==> src/rtl/dx_latch.sv <==
// D/X pipeline latch: captures the decoded instruction into X, inserting bubbles
// on flush or load-use stall and counting each kind of squashed slot.
module dx_latch #(
    parameter int CNT_W = 16
) (
    input  logic             clock,
    input  logic             reset,
    input  logic             hold,
    input  logic             flush,
    input  logic             stall,
    input  logic             valid_D,
    input  logic [31:0]      insn_D,
    input  logic [31:0]      pc_D,
    input  logic [31:0]      a_D,
    input  logic [31:0]      b_D,
    output logic [31:0]      insn_X,
    output logic [31:0]      pc_X,
    output logic [31:0]      a_X,
    output logic [31:0]      b_X,
    output logic             valid_X,
    output logic [4:0]       op_X,
    output logic [4:0]       rd_X,
    output logic [CNT_W-1:0] bubble_cnt,
    output logic [CNT_W-1:0] flush_cnt
);

    localparam logic [CNT_W-1:0] CNT_ONE = CNT_W'(1);

    logic [31:0]      insn_p0;
    logic [31:0]      pc_p0;
    logic [31:0]      a_p0;
    logic [31:0]      b_p0;
    logic             vld_p0;
    logic [CNT_W-1:0] bubble_cnt_p0;
    logic [CNT_W-1:0] flush_cnt_p0;

    function automatic logic [CNT_W-1:0] sat_inc(input logic [CNT_W-1:0] c);
        return (&c) ? c : c + CNT_ONE;
    endfunction

    // D -> X stage boundary; priority reset > hold > flush > stall > load
    always_ff @(posedge clock) begin
        if (reset) begin
            insn_p0       <= '0;
            pc_p0         <= '0;
            a_p0          <= '0;
            b_p0          <= '0;
            vld_p0        <= 1'b0;
            bubble_cnt_p0 <= '0;
            flush_cnt_p0  <= '0;
        end else if (hold) begin
            insn_p0       <= insn_p0;
            pc_p0         <= pc_p0;
            a_p0          <= a_p0;
            b_p0          <= b_p0;
            vld_p0        <= vld_p0;
            bubble_cnt_p0 <= bubble_cnt_p0;
            flush_cnt_p0  <= flush_cnt_p0;
        end else if (flush || stall) begin
            // A bubble is the all-zero nop; flush wins the count when both are set
            insn_p0 <= '0;
            pc_p0   <= '0;
            a_p0    <= '0;
            b_p0    <= '0;
            vld_p0  <= 1'b0;
            if (flush) begin
                flush_cnt_p0 <= sat_inc(flush_cnt_p0);
            end else begin
                bubble_cnt_p0 <= sat_inc(bubble_cnt_p0);
            end
        end else begin
            insn_p0 <= insn_D;
            pc_p0   <= pc_D;
            a_p0    <= a_D;
            b_p0    <= b_D;
            vld_p0  <= valid_D;
        end
    end

    assign insn_X     = insn_p0;
    assign pc_X       = pc_p0;
    assign a_X        = a_p0;
    assign b_X        = b_p0;
    assign valid_X    = vld_p0;
    assign op_X       = insn_p0[31:27];
    assign rd_X       = insn_p0[26:22];
    assign bubble_cnt = bubble_cnt_p0;
    assign flush_cnt  = flush_cnt_p0;

endmodule
==> config.mk <==
export PLATFORM = sky130hd
export DESIGN_NAME = dx_latch
export DESIGN_NICKNAME = d
export VERILOG_FILES = /design/src/rtl/dx_latch.sv
export SDC_FILE = /design/constraint.sdc
export NUM_CORES = 1
export LEC_CHECK = 0
export ABC_AREA = 0
export ABC_CLOCK_PERIOD_IN_PS = 2050
export BUFFER_PORTS_ARGS = -buffer_cell sky130_fd_sc_hd__buf_2
export CORE_MARGIN = 4
export CORE_UTILIZATION = 35
export DETAILED_ROUTE_END_ITERATION = 8
export GPL_TIMING_DRIVEN = 0
export SLEW_MARGIN = 20
export SYNTH_ARGS = -nofsm -noshare
export SYNTH_HDL_FRONTEND = slang
export SYNTH_SLANG_ARGS = --single-unit
==> constraint.sdc <==
create_clock -name clock -period 2.05 [get_ports clock]
set_input_delay 0.205 -clock clock [delete_from_list [all_inputs] [get_ports clock]]
set_output_delay 0.205 -clock clock [all_outputs]
set_load 0.005 [all_outputs]
After elaboration in Yosys (flattened, before gate mapping)
Index checks and enable logic that the tools add are counted.

Add/sub/neg operators: 2. Muxes and demuxes: 5. Bitwise operators: 4. Reductions and logical operators: 5.

Operators with widths (count): 32-bit two-way mux (4); 16-bit by 1-bit adder with 16-bit output, second input constant (2); 16-bit AND reduction (2); 4-bit AND reduction (2); 1-bit inverter (4); 1-bit logical OR (1); 1-bit two-way mux (1).

Register bits after elaboration: 161. Input bits: 134. Output and inout port bits: 171. Word-level logic and storage cells: 23.

Longest topological paths before layout
Gate-level depths: netlist of run 1.

Word-level depth: 3. Depth in mapped cells: 6. Mapped depth without buffers: 5.

Worst setup path before layout of run 1
OpenSTA, ideal clock, no wires.

Path kind: register to register. Start: register bubble_cnt_p0[0], in the netlist bubble_cnt[0]. End: register bubble_cnt_p0[10], in the netlist bubble_cnt[10]. Data arrival time: 1665 ps. Required time: 1918 ps. Setup slack: 253 ps. Cell stages (with the launch flop): 6. Path buffers: 0. Clock period less this slack: 1797 ps. Cells stage by stage: dfxtp_1 -> ha_1 -> nand4_1 -> nor4_1 -> or4_1 -> a21oi_1.

Cells in the longest elaborated chain, start to end: 3.

Ends and longest elaborated chain: from (decl) (line 34) `logic [CNT_W-1:0] bubble_cnt_p0;`; from (signal assigned) (line 57) `bubble_cnt_p0 <= bubble_cnt_p0;`; from (signal assigned) (line 69) `bubble_cnt_p0 <= sat_inc(bubble_cnt_p0);`; parallel branches: the longest is 3 deep, another holds 16-bit by 1-bit adder with 16-bit output.

Parallel ways; which one is timed is not known. A chain may end at the register's enable or synchronous reset.

Worst setup path in the final report of run 1
Start: register bubble_cnt_p0[0], in the netlist bubble_cnt[0]. End: register bubble_cnt_p0[3], in the netlist bubble_cnt[3].

The elaborated chain is that of the path after synthesis.

==> load_flow_metrics.sql, run 1 <==
INSERT INTO impl_metrics (metric_group, metric, value, unit) VALUES
('outcome', 'status', 'finished clean', ''),
('timing', 'finalCritPeriodShare', '89.7', '%'),
('critical_path', 'crit_path_start', 'bubble_cnt[0]', ''),
('detailed_routing', 'drt_wl_total', '20.3', 'mm'),
('clock_network', 'cts_num_sinks', '161', ''),
('timing', 'timing.final.hold_violations', '0', ''),
('placed_design', 'finalWeightedCongestion', '0.806', ''),
('clock_network', 'path_clk_slew', '0.07', 'ns'),
('power', 'power_density', '807', 'mW/mm^2'),
('die', 'core', '0.0166', 'sq mm'),
('power', 'p_seq_share', '47.4', '%'),
('critical_path', 'worst_path_max_stage_delay', '0.39', 'ns'),
('yosys', 'synthTopCellsByCount', 'sky130_fd_sc_hd__dfxtp_1 (161), sky130_fd_sc_hd__nor2_1 (134), sky130_fd_sc_hd__a22oi_1 (129)', ''),
('power', 'clkPwrFrac', '45.2', '%'),
('power', 'vdd_drop_max', '0.000552', 'V'),
('critical_path', 'path_cells', 'ha_2 -> nand4_1 -> nor4_4 -> clkbuf_2 -> nor4_1 -> o21a_1', ''),
('finish', 'design_area', '0.00845', 'sq mm'),
('timing', 'timing.final.setup_violations', '0', ''),
('finish', 'layout-area-overhead-vs-synth', '42.1', '%'),
('die', 'floorplan.die_area', '0.0191', 'sq mm'),
('placed_design', 'detailedPlacementHpwl', '15.3', 'mm'),
('timing', 'holdWs', '0.0135', 'ns'),
('timing', 'fin_tns_setup', '0', 'ns'),
('yosys', 'postSynthAreaPerCell', '9.35', 'sq um'),
('placed_design', 'dpl_cell_area', '0.00774', 'sq mm'),
('clock_network', 'clock_latency_late_sink', '0.42', 'ns'),
('die', 'initial_utilization', '35.7', '%'),
('yosys', 'ys_warn_count', '0', ''),
('yosys', 'synth.top_cell.area_share', '54.2', '%'),
('finish', 'filler_cell_count', '1617', ''),
('finish', 'antenna_cells', '0', ''),
('critical_path', 'criticalPathCategory', 'reg -> reg', ''),
('global_route', 'first_global_vias', '5962', ''),
('timing', 'fmax', '544', 'MHz'),
('yosys', 'synth-main-ff-cell', 'sky130_fd_sc_hd__dfxtp_1', ''),
('timing', 'tightest_slew', '0.807', 'ns'),
('placed_design', 'placement.setup.worst_slack', '-0.250', 'ns'),
('clock_network', 'level_count_of_the_clock_h_tree', '4', ''),
('timing', 'slew_headroom', '46.2', '%'),
('die', 'die_w', '138', 'microns'),
('critical_path', 'r2r_start', 'bubble_cnt[0]', ''),
('yosys', 'synth_area', '0.00595', 'sq mm'),
('yosys', 'synth_edf_count', '0', ''),
('power', 'cellInternalPower', '5.15', 'mW'),
('yosys', 'postSynthRegisterBits', '161', ''),
('die', 'std_cell_rows', '47', ''),
('yosys', 'synth_cells', '636', ''),
('yosys', 'synthesized_netlist_net_count', '772', ''),
('detailed_routing', 'routed-via-count', '6062', ''),
('global_route', 'grt_remaining_overflow', '0', ''),
('critical_path', 'timing.critical_path.required', '2.36', 'ns'),
('critical_path', 'critPathArrivalTime', '2.15', 'ns'),
('timing', 'grt_setup_unrepaired', 'false', ''),
('finish', 'final_nets', '1105', ''),
('power', 'net-switching-power', '1.67', 'mW'),
('yosys', 'synth.most_common_cell', 'sky130_fd_sc_hd__dfxtp_1', ''),
('finish', 'layout-drive-gt1-share', '36.9', '%'),
('finish', 'postLayoutCoreUtil', '50.8', '%'),
('detailed_routing', 'firstDrtPassIters', '5', ''),
('timing', 'fin_ws', '0.211', 'ns'),
('detailed_routing', 'detailedRoute.firstIterationViolations', '279', ''),
('timing', 'finalMaxSlewViolations', '0', ''),
('clock_network', 'cts_root_buf', 'sky130_fd_sc_hd__clkbuf_16', ''),
('detailed_routing', 'ant_nets', '0', ''),
('critical_path', 'end_kind', 'flip-flop', ''),
('yosys', 'synthDistinctLibCells', '41', ''),
('yosys', 'synth.top_cells.by_area', 'sky130_fd_sc_hd__dfxtp_1 (54%), sky130_fd_sc_hd__a22oi_1 (16%), sky130_fd_sc_hd__nor2_1 (8.5%), sky130_fd_sc_hd__clkbuf_1 (2.8%), sky130_fd_sc_hd__a21oi_1 (1.9%)', ''),
('global_route', 'antenna_found_initial', '1', ''),
('placed_design', 'numPortBuffers', '303', ''),
('critical_path', 'worst_setup_path_start_kind', 'flip-flop', ''),
('clock_network', 'cts_tree', 'done', '');
what timing repair did:
action,in CTS,in global routing
gates resized for setup,4,2
endpoints found under the setup margin,12,12
hold buffers,9,0
setup buffers,0,2
hold endpoints to repair,9,0
pin swaps,0,1
through the flow:
step | power [mW] | instances
floorplan | 3.51 | 636
finish | 6.82 | 1202
global route | 7.10 | 1202
CTS | 6.89 | 1200
detailed placement | 3.80 | 1159
global placement | 3.79 | 1159
kinds of logic after synthesis:
family | after synthesis | share of synthesized area, %
compound gates | 187 | 22.3
fa+ha+maj | 2 | 0.421
buf+inv | 64 | 4.71
flops | 161 | 54.2
mux | 4 | 0.694
simple gates | 218 | 17.7
sequential cells by signal (all words and copies together), names as in the netlist:
| register | cells |
|---|---|
| flush_cnt | 16 |
| pc_X | 32 |
| b_X | 32 |
| insn_X | 32 |
| valid_X | 1 |
| a_X | 32 |
| bubble_cnt | 16 |
worst paths after layout:
| check | end | slack (ns) | cells past startpoint |
|---|---|---|---|
| worst max-delay path | bubble_cnt[3] | 0.21 | 6 |
| worst max register to register | bubble_cnt[3] | 0.21 | 6 |
| worst min register to register | b_X[12] | 0.51 | 2 |
| worst min-delay path | a_X[13] | 0.01 | 3 |
per-layer routing:
layer  vias to the layer above  share of wire (%)  track usage, %
li1                       2989                  -               -
met1                      2830                 42            25.5
met2                       214                 49            35.1
met3                        27                7.9            7.29
met4                         2                1.6            6.29
met5                         -              0.064               0
cell usage in the layout, fill, tap and decap left out, types with 4 or more instances in the layout:
cell                            synthesis  final
sky130_fd_sc_hd__nand4_1                9      9
sky130_fd_sc_hd__buf_2                  2    305
sky130_fd_sc_hd__clkbuf_16              0     17
sky130_fd_sc_hd__a21oi_1               23     23
sky130_fd_sc_hd__buf_4                 10     12
sky130_fd_sc_hd__inv_1                  5      5
sky130_fd_sc_hd__nand2_1               20     20
sky130_fd_sc_hd__inv_6                  0      4
sky130_fd_sc_hd__nor2_1               134    134
sky130_fd_sc_hd__nand3_1                9      9
sky130_fd_sc_hd__clkbuf_1              45     44
sky130_fd_sc_hd__or3_1                 11     11
sky130_fd_sc_hd__o31ai_1               12     12
sky130_fd_sc_hd__a22oi_1              129    129
sky130_fd_sc_hd__dlygate4sd3_1          0      9
sky130_fd_sc_hd__or4_1                 11     11
sky130_fd_sc_hd__o21ai_0               12     12
sky130_fd_sc_hd__dfxtp_1              161    161
final cells by class:
type	instances	area (sq um)	area share [%]
sequential	161	3220	38.2
inverter	6	22.5	0.267
multi-input combinational	411	2480	29.3
timing repair buffer	314	1620	19.2
clock buffer	18	439	5.20
tap	220	275	3.26
buffer	58	259	3.07
clock inverter	14	131	1.56
critical path, delay by kind of cell (launching register included):
family,cells,cell delay (ns)
fa+ha+maj,1,0.30
flops,1,0.39
compound gates,1,0.17
simple gates,3,0.61
buf+inv,1,0.27
power groups by stage:
stage / Combinational (mW) / Clock (mW) / Sequential [mW]
after floorplan: 0.209 / 0 / 3.30
after global placement: 0.490 / 0 / 3.30
after detailed placement: 0.496 / 0 / 3.30
after CTS: 0.509 / 3.15 / 3.23
after global routing: 0.563 / 3.30 / 3.24
final: 0.503 / 3.08 / 3.23
(Power assumes the default switching activity.)
==> run 2, diff against run 1 <==
Settings changed: ABC_CLOCK_PERIOD_IN_PS 2050 to 2340.
Clock period 2.05 ns to 2.34 ns, I/O delays scaled along.
==> load_flow_metrics.sql, run 2 (synthesis results as in run 1) <==
INSERT INTO impl_metrics (metric_group, metric, value, unit) VALUES
('die', 'fp.dieH', '138', 'microns'),
('critical_path', 'end_kind', 'flip-flop', ''),
('critical_path', 'critPathArrivalTime', '2.34', 'ns'),
('clock_network', 'clock_path_buffers', '2', ''),
('run', 'maxCapViolations', '0', ''),
('timing', 'timing.final.hold_violations', '0', ''),
('timing', 'fmax', '493', 'MHz'),
('die', 'std_cell_rows', '47', ''),
('detailed_routing', 'avgViaCountPerCell', '5.09', ''),
('clock_network', 'cts_num_sinks', '161', ''),
('global_route', 'antenna_found_initial', '1', ''),
('outcome', 'status', 'finished clean', ''),
('timing', 'timing.final.setup_violations', '0', ''),
('finish', 'antenna_cells', '0', ''),
('clock_network', 'cts_tree', 'done', ''),
('finish', 'area.sequential', '0.00322', 'sq mm'),
('critical_path', 'path_cells', 'ha_1 -> nand4_1 -> nor4_2 -> clkbuf_2 -> nor4_1 -> o21a_1', ''),
('finish', 'layout-area-overhead-vs-synth', '40.0', '%'),
('critical_path', 'cpMaxStageDelayCell', 'sky130_fd_sc_hd__nor4_2', ''),
('detailed_routing', 'drt_wl_total', '20.2', 'mm'),
('detailed_routing', 'routedWlPerCell', '16.9', 'microns'),
('die', 'core', '0.0166', 'sq mm'),
('critical_path', 'worst_setup_path_start_kind', 'flip-flop', ''),
('clock_network', 'numCtsBuffers', '17', ''),
('finish', 'final_cell_mix', 'sky130_fd_sc_hd__buf_2 (305), sky130_fd_sc_hd__dfxtp_1 (161), sky130_fd_sc_hd__nor2_1 (134), sky130_fd_sc_hd__a22oi_1 (129), sky130_fd_sc_hd__clkbuf_1 (44)', ''),
('placed_design', 'finalWeightedCongestion', '0.806', ''),
('timing', 'finalCritPeriodShare', '86.7', '%'),
('clock_network', 'clock_latency_late_sink', '0.42', 'ns'),
('die', 'initial_utilization', '35.7', '%'),
('timing', 'finalMaxSlewViolations', '0', ''),
('timing', 'slew_headroom', '47.6', '%'),
('critical_path', 'timing.critical_path.required', '2.65', 'ns'),
('clock_network', 'cts_hold_repair.buffers', '0', ''),
('clock_network', 'path_clk_slew', '0.07', 'ns'),
('clock_network', 'level_count_of_the_clock_h_tree', '4', ''),
('power', 'power.leakage', '3.79', 'nW'),
('detailed_routing', 'detailedRoute.firstIterationViolations', '257', ''),
('detailed_routing', 'firstDrtPassIters', '5', ''),
('finish', 'mostFrequentLayoutCell', 'sky130_fd_sc_hd__buf_2', ''),
('critical_path', 'cp_max_fo', '10', ''),
('finish', 'layout-drive-gt1-share', '37.0', '%'),
('global_route', 'pin_count_of_the_biggest_net_entering_global_routing', '17', ''),
('timing', 'fin_tns_setup', '0', 'ns'),
('die', 'ios', '305', ''),
('detailed_routing', 'routed-via-count', '6060', ''),
('global_route', 'grt_remaining_overflow', '0', ''),
('hold_path', 'class_of_the_tightest_hold_or_removal_check', 'in -> reg', ''),
('timing', 'fin_skew', '0.00852', 'ns'),
('critical_path', 'criticalPathCategory', 'reg -> reg', ''),
('global_route', 'first_global_vias', '5891', ''),
('finish', 'postLayoutCoreUtil', '50.0', '%'),
('timing', 'tightest_slew', '0.786', 'ns'),
('global_route', 'grt_util_all_layers', '20.8', '%'),
('critical_path', 'worst_path_max_stage_delay', '0.40', 'ns'),
('timing', 'grt_setup_unrepaired', 'false', ''),
('placed_design', 'numPortBuffers', '303', ''),
('finish', 'multi_input_gate_area', '0.00246', 'sq mm'),
('placed_design', 'detailedPlacementHpwl', '15.3', 'mm'),
('clock_network', 'cts_root_buf', 'sky130_fd_sc_hd__clkbuf_16', ''),
('power', 'vdd_drop_max', '0.000484', 'V'),
('power', 'power_density', '716', 'mW/mm^2'),
('die', 'die_w', '138', 'microns'),
('finish', 'filler_cell_count', '1627', ''),
('die', 'floorplan.die_area', '0.0191', 'sq mm'),
('clock_network', 'post-cts-setup-buffers', '0', ''),
('timing', 'finalCriticalPeriod', '2.03', 'ns'),
('finish', 'final_nets', '1094', ''),
('power', 'fin_total_pwr', '5.96', 'mW'),
('global_route', 'grt_first_pass_wirelength', '32.2', 'mm'),
('detailed_routing', 'ant_nets', '0', ''),
('detailed_routing', 'drc_violation_count_after_routing', '0', '');
==> run 2: report_power, final <==
| part | internal, mW | switching (mW) | leakage, nW |
|---|---|---|---|
| sequential | 2.80 | 0.0338 | 1.30 |
| combinational | 0.194 | 0.235 | 2.21 |
| clock | 1.51 | 1.19 | 0.275 |
==> run 2: path summary, 6_finish.rpt <==
path                               startpoint       endpoint  slack, ns  depth (start not counted)
worst max-delay path            bubble_cnt[0]  bubble_cnt[3]       0.31                          6
worst min-delay path               insn_D[15]     insn_X[15]       0.04                          3
worst max register to register  bubble_cnt[0]  bubble_cnt[3]       0.31                          6
worst min register to register  bubble_cnt[1]  bubble_cnt[1]       0.51                          2
==> run 2: metrics by stage <==
step | instance area (sq um) | hold slack, ns | cells | setup WS, ns
detailed placement | 7740 | 0.471 | 1159 | 0.0402
global placement | 7740 | 0.461 | 1159 | 0.131
global route | 8320 | 0.0312 | 1191 | 0.114
CTS | 8310 | 0.0251 | 1191 | 0.0390
floorplan | 5950 | 0.378 | 636 | 0.543
finish | 8320 | 0.0395 | 1191 | 0.310
==> run 2: what timing repair did <==
action	CTS	global route
hold endpoints to repair	0	0
gates resized for setup	0	3
setup endpoints to repair	0	7
==> run 2: worst max-delay path, delay by kind of cell, from the launching register on <==
kind	cells	cell delay, ns
compound gates	1	0.17
fa+ha+maj	1	0.35
buf+inv	1	0.28
flops	1	0.39
simple gates	3	0.72
==> run 2: final cells by class <==
type | count | share of cell area (%)
Clock inverter | 14 | 1.58
Multi-Input combinational cell | 411 | 29.5
Timing Repair Buffer | 303 | 18.2
Inverter | 6 | 0.271
Tap cell | 220 | 3.31
Sequential cell | 161 | 38.7
Clock buffer | 18 | 5.28
Buffer | 58 | 3.11
==> run 2: layer usage <==
layer / wire (microns) / GRT usage [%] / vias to the layer above
met5: 13 / 0 / -
met4: 329 / 6.29 / 2
met3: 1610 / 7.15 / 27
met2: 9760 / 34.6 / 225
met1: 8460 / 25.5 / 2835
li1: - / - / 2971
==> run 3, diff against run 2 <==
Settings changed: RECOVER_POWER set to 50.
==> load_flow_metrics.sql, run 3 (synthesis results as in run 1) <==
INSERT INTO impl_metrics (metric_group, metric, value, unit) VALUES
('clock_network', 'cts_root_buf', 'sky130_fd_sc_hd__clkbuf_16', ''),
('placed_design', 'dpl_cell_area', '0.00774', 'sq mm'),
('finish', 'mostFrequentLayoutCell', 'sky130_fd_sc_hd__buf_2', ''),
('global_route', 'grt_first_pass_wirelength', '32.2', 'mm'),
('clock_network', 'clock_latency_late_sink', '0.42', 'ns'),
('die', 'die_w', '138', 'microns'),
('die', 'initial_utilization', '35.7', '%'),
('timing', 'timing.final.setup_violations', '0', ''),
('power', 'power.leakage', '3.33', 'nW'),
('timing', 'timing.final.hold_violations', '0', ''),
('clock_network', 'clock_path_buffers', '2', ''),
('detailed_routing', 'drc_violation_count_after_routing', '0', ''),
('detailed_routing', 'ant_nets', '0', ''),
('detailed_routing', 'firstDrtPassIters', '5', ''),
('critical_path', 'cp_num_buf_inv', '1', ''),
('power', 'vdd_drop_max', '0.000485', 'V'),
('detailed_routing', 'routedWlPerCell', '16.8', 'microns'),
('timing', 'finalMaxSlewViolations', '0', ''),
('finish', 'design_area', '0.00819', 'sq mm'),
('run', 'maxCapViolations', '0', ''),
('critical_path', 'r2r_start', 'bubble_cnt[0]', ''),
('timing', 'finalCriticalPeriod', '2.03', 'ns'),
('critical_path', 'cpMaxStageDelayCell', 'sky130_fd_sc_hd__nor4_2', ''),
('clock_network', 'cts_hold_repair.buffers', '0', ''),
('die', 'floorplan.die_area', '0.0191', 'sq mm'),
('detailed_routing', 'avgViaCountPerCell', '5.03', ''),
('finish', 'final_nets', '1094', ''),
('power', 'power_density', '726', 'mW/mm^2'),
('global_route', 'antenna_found_initial', '1', ''),
('clock_network', 'post-cts-setup-buffers', '0', ''),
('critical_path', 'r2r_end', 'bubble_cnt[3]', ''),
('clock_network', 'cts_num_sinks', '161', ''),
('hold_path', 'class_of_the_tightest_hold_or_removal_check', 'in -> reg', ''),
('critical_path', 'worst_setup_path_start_kind', 'flip-flop', ''),
('clock_network', 'cts_resized', '0', ''),
('clock_network', 'numCtsBuffers', '17', ''),
('critical_path', 'cpLargestDelayFamily', 'simple AND/OR/NAND/NOR gates', ''),
('critical_path', 'criticalPathCategory', 'reg -> reg', ''),
('timing', 'slew_headroom', '44.6', '%'),
('finish', 'antenna_cells', '0', ''),
('critical_path', 'rrSetupSlack', '0.31', 'ns'),
('placed_design', 'numPortBuffers', '303', ''),
('die', 'ios', '305', ''),
('hold_path', 'hp-start', 'insn_D[15]', ''),
('critical_path', 'end_kind', 'flip-flop', ''),
('detailed_routing', 'routed-via-count', '5985', ''),
('die', 'fp.dieH', '138', 'microns'),
('critical_path', 'r2r_cells', '6', ''),
('detailed_routing', 'detailedRoute.firstIterationViolations', '305', ''),
('die', 'std_cell_rows', '47', ''),
('clock_network', 'cts_tree', 'done', ''),
('global_route', 'first_global_vias', '5891', ''),
('critical_path', 'critPathArrivalTime', '2.35', 'ns'),
('critical_path', 'timing.critical_path.required', '2.65', 'ns'),
('timing', 'fin_tns_setup', '0', 'ns'),
('global_route', 'pin_count_of_the_biggest_net_entering_global_routing', '17', ''),
('timing', 'fmax', '492', 'MHz'),
('global_route', 'grt_util_all_layers', '20.8', '%'),
('critical_path', 'cp_max_fo', '10', ''),
('critical_path', 'worst_path_max_stage_delay', '0.40', 'ns'),
('critical_path', 'path_cells', 'ha_1 -> nand4_1 -> nor4_2 -> clkbuf_2 -> nor4_1 -> o21a_1', ''),
('finish', 'layout-drive-gt1-share', '25.8', '%'),
('timing', 'grt_setup_unrepaired', 'false', ''),
('critical_path', 'crit_path_start', 'bubble_cnt[0]', ''),
('power', 'fin_total_pwr', '5.94', 'mW'),
('die', 'core', '0.0166', 'sq mm'),
('timing', 'finalCritPeriodShare', '86.9', '%'),
('detailed_routing', 'drt_wl_total', '20.0', 'mm'),
('timing', 'fin_skew', '0.00678', 'ns'),
('clock_network', 'path_clk_slew', '0.07', 'ns'),
('placed_design', 'finalWeightedCongestion', '0.806', ''),
('hold_path', 'min_path_cells', '3', ''),
('finish', 'layout-area-overhead-vs-synth', '37.7', '%'),
('hold_path', 'timing.hold.worst_endpoint', 'insn_X[15]', ''),
('global_route', 'grt_remaining_overflow', '0', ''),
('clock_network', 'level_count_of_the_clock_h_tree', '4', ''),
('finish', 'final_cell_mix', 'sky130_fd_sc_hd__buf_2 (197), sky130_fd_sc_hd__dfxtp_1 (161), sky130_fd_sc_hd__clkbuf_1 (151), sky130_fd_sc_hd__nor2_1 (134), sky130_fd_sc_hd__a22oi_1 (129)', ''),
('outcome', 'status', 'finished clean', ''),
('timing', 'tightest_slew', '0.831', 'ns'),
('placed_design', 'detailedPlacementHpwl', '15.3', 'mm');
run 3: changes by cell type in the layout (fill, tap and decap cells not counted):
cell                       before  now
sky130_fd_sc_hd__clkbuf_1      44  151
sky130_fd_sc_hd__buf_2        305  197
sky130_fd_sc_hd__clkbuf_4       0    3
sky130_fd_sc_hd__buf_1          1    2
sky130_fd_sc_hd__buf_4         10    7
run 3: report_power, final:
| group | switching, mW | internal [mW] | total, mW |
|---|---|---|---|
| clock network | 1.18 | 1.51 | 2.69 |
| logic | 0.235 | 0.182 | 0.417 |
| registers | 0.0347 | 2.80 | 2.83 |
| total | 1.45 | 4.49 | 5.94 |
run 3: tightest hold or removal path: cells and delay by family:
kind	cells	cell delay [ns]
buf+inv	1	0.07
compound gates	1	0.05
simple gates	1	0.07
run 3: metal layers:
metal	vias to the layer above	track usage, %	wire length [microns]	share of wire, %
met3	29	7.15	1590	7.9
met1	2782	25.5	8340	42
met4	2	6.29	347	1.7
met5	-	0	13	0.065
met2	206	34.6	9720	49
li1	2966	-	-	-
run 3: through the flow:
stage | std cells | setup WS, ns | util, % | hold slack [ns]
5_1_grt | 1191 | 0.112 | 49.2 | 0.0312
3_5_place_dp | 1159 | 0.0402 | 46.5 | 0.471
4_1_cts | 1191 | 0.0390 | 49.9 | 0.0251
6_report | 1191 | 0.306 | 49.2 | 0.0395
3_3_place_gp | 1159 | 0.131 | 46.5 | 0.461
2_1_floorplan | 636 | 0.543 | - | 0.378
run 3: how the worst max path moves through the flow:
| stage | to | slack (ns) | cells past startpoint |
|---|---|---|---|
| floorplan | bubble_cnt[10] | 0.54 | 5 |
| global placement | bubble_cnt[3] | 0.13 | 6 |
| detailed placement | bubble_cnt[10] | 0.04 | 5 |
| CTS | bubble_cnt[10] | 0.04 | 5 |
| global route | bubble_cnt[4] | 0.11 | 6 |
| finish | bubble_cnt[3] | 0.31 | 6 |
run 3: final cells by class:
| cell class | instances | area (sq um) |
|---|---|---|
| Buffer | 58 | 259 |
| Clock buffer | 18 | 439 |
| Clock inverter | 14 | 131 |
| Fill cell | 1687 | 8450 |
| Inverter | 6 | 22.5 |
| Multi-Input combinational cell | 411 | 2460 |
| Sequential cell | 161 | 3220 |
| Tap cell | 220 | 275 |
| Timing Repair Buffer | 303 | 1380 |
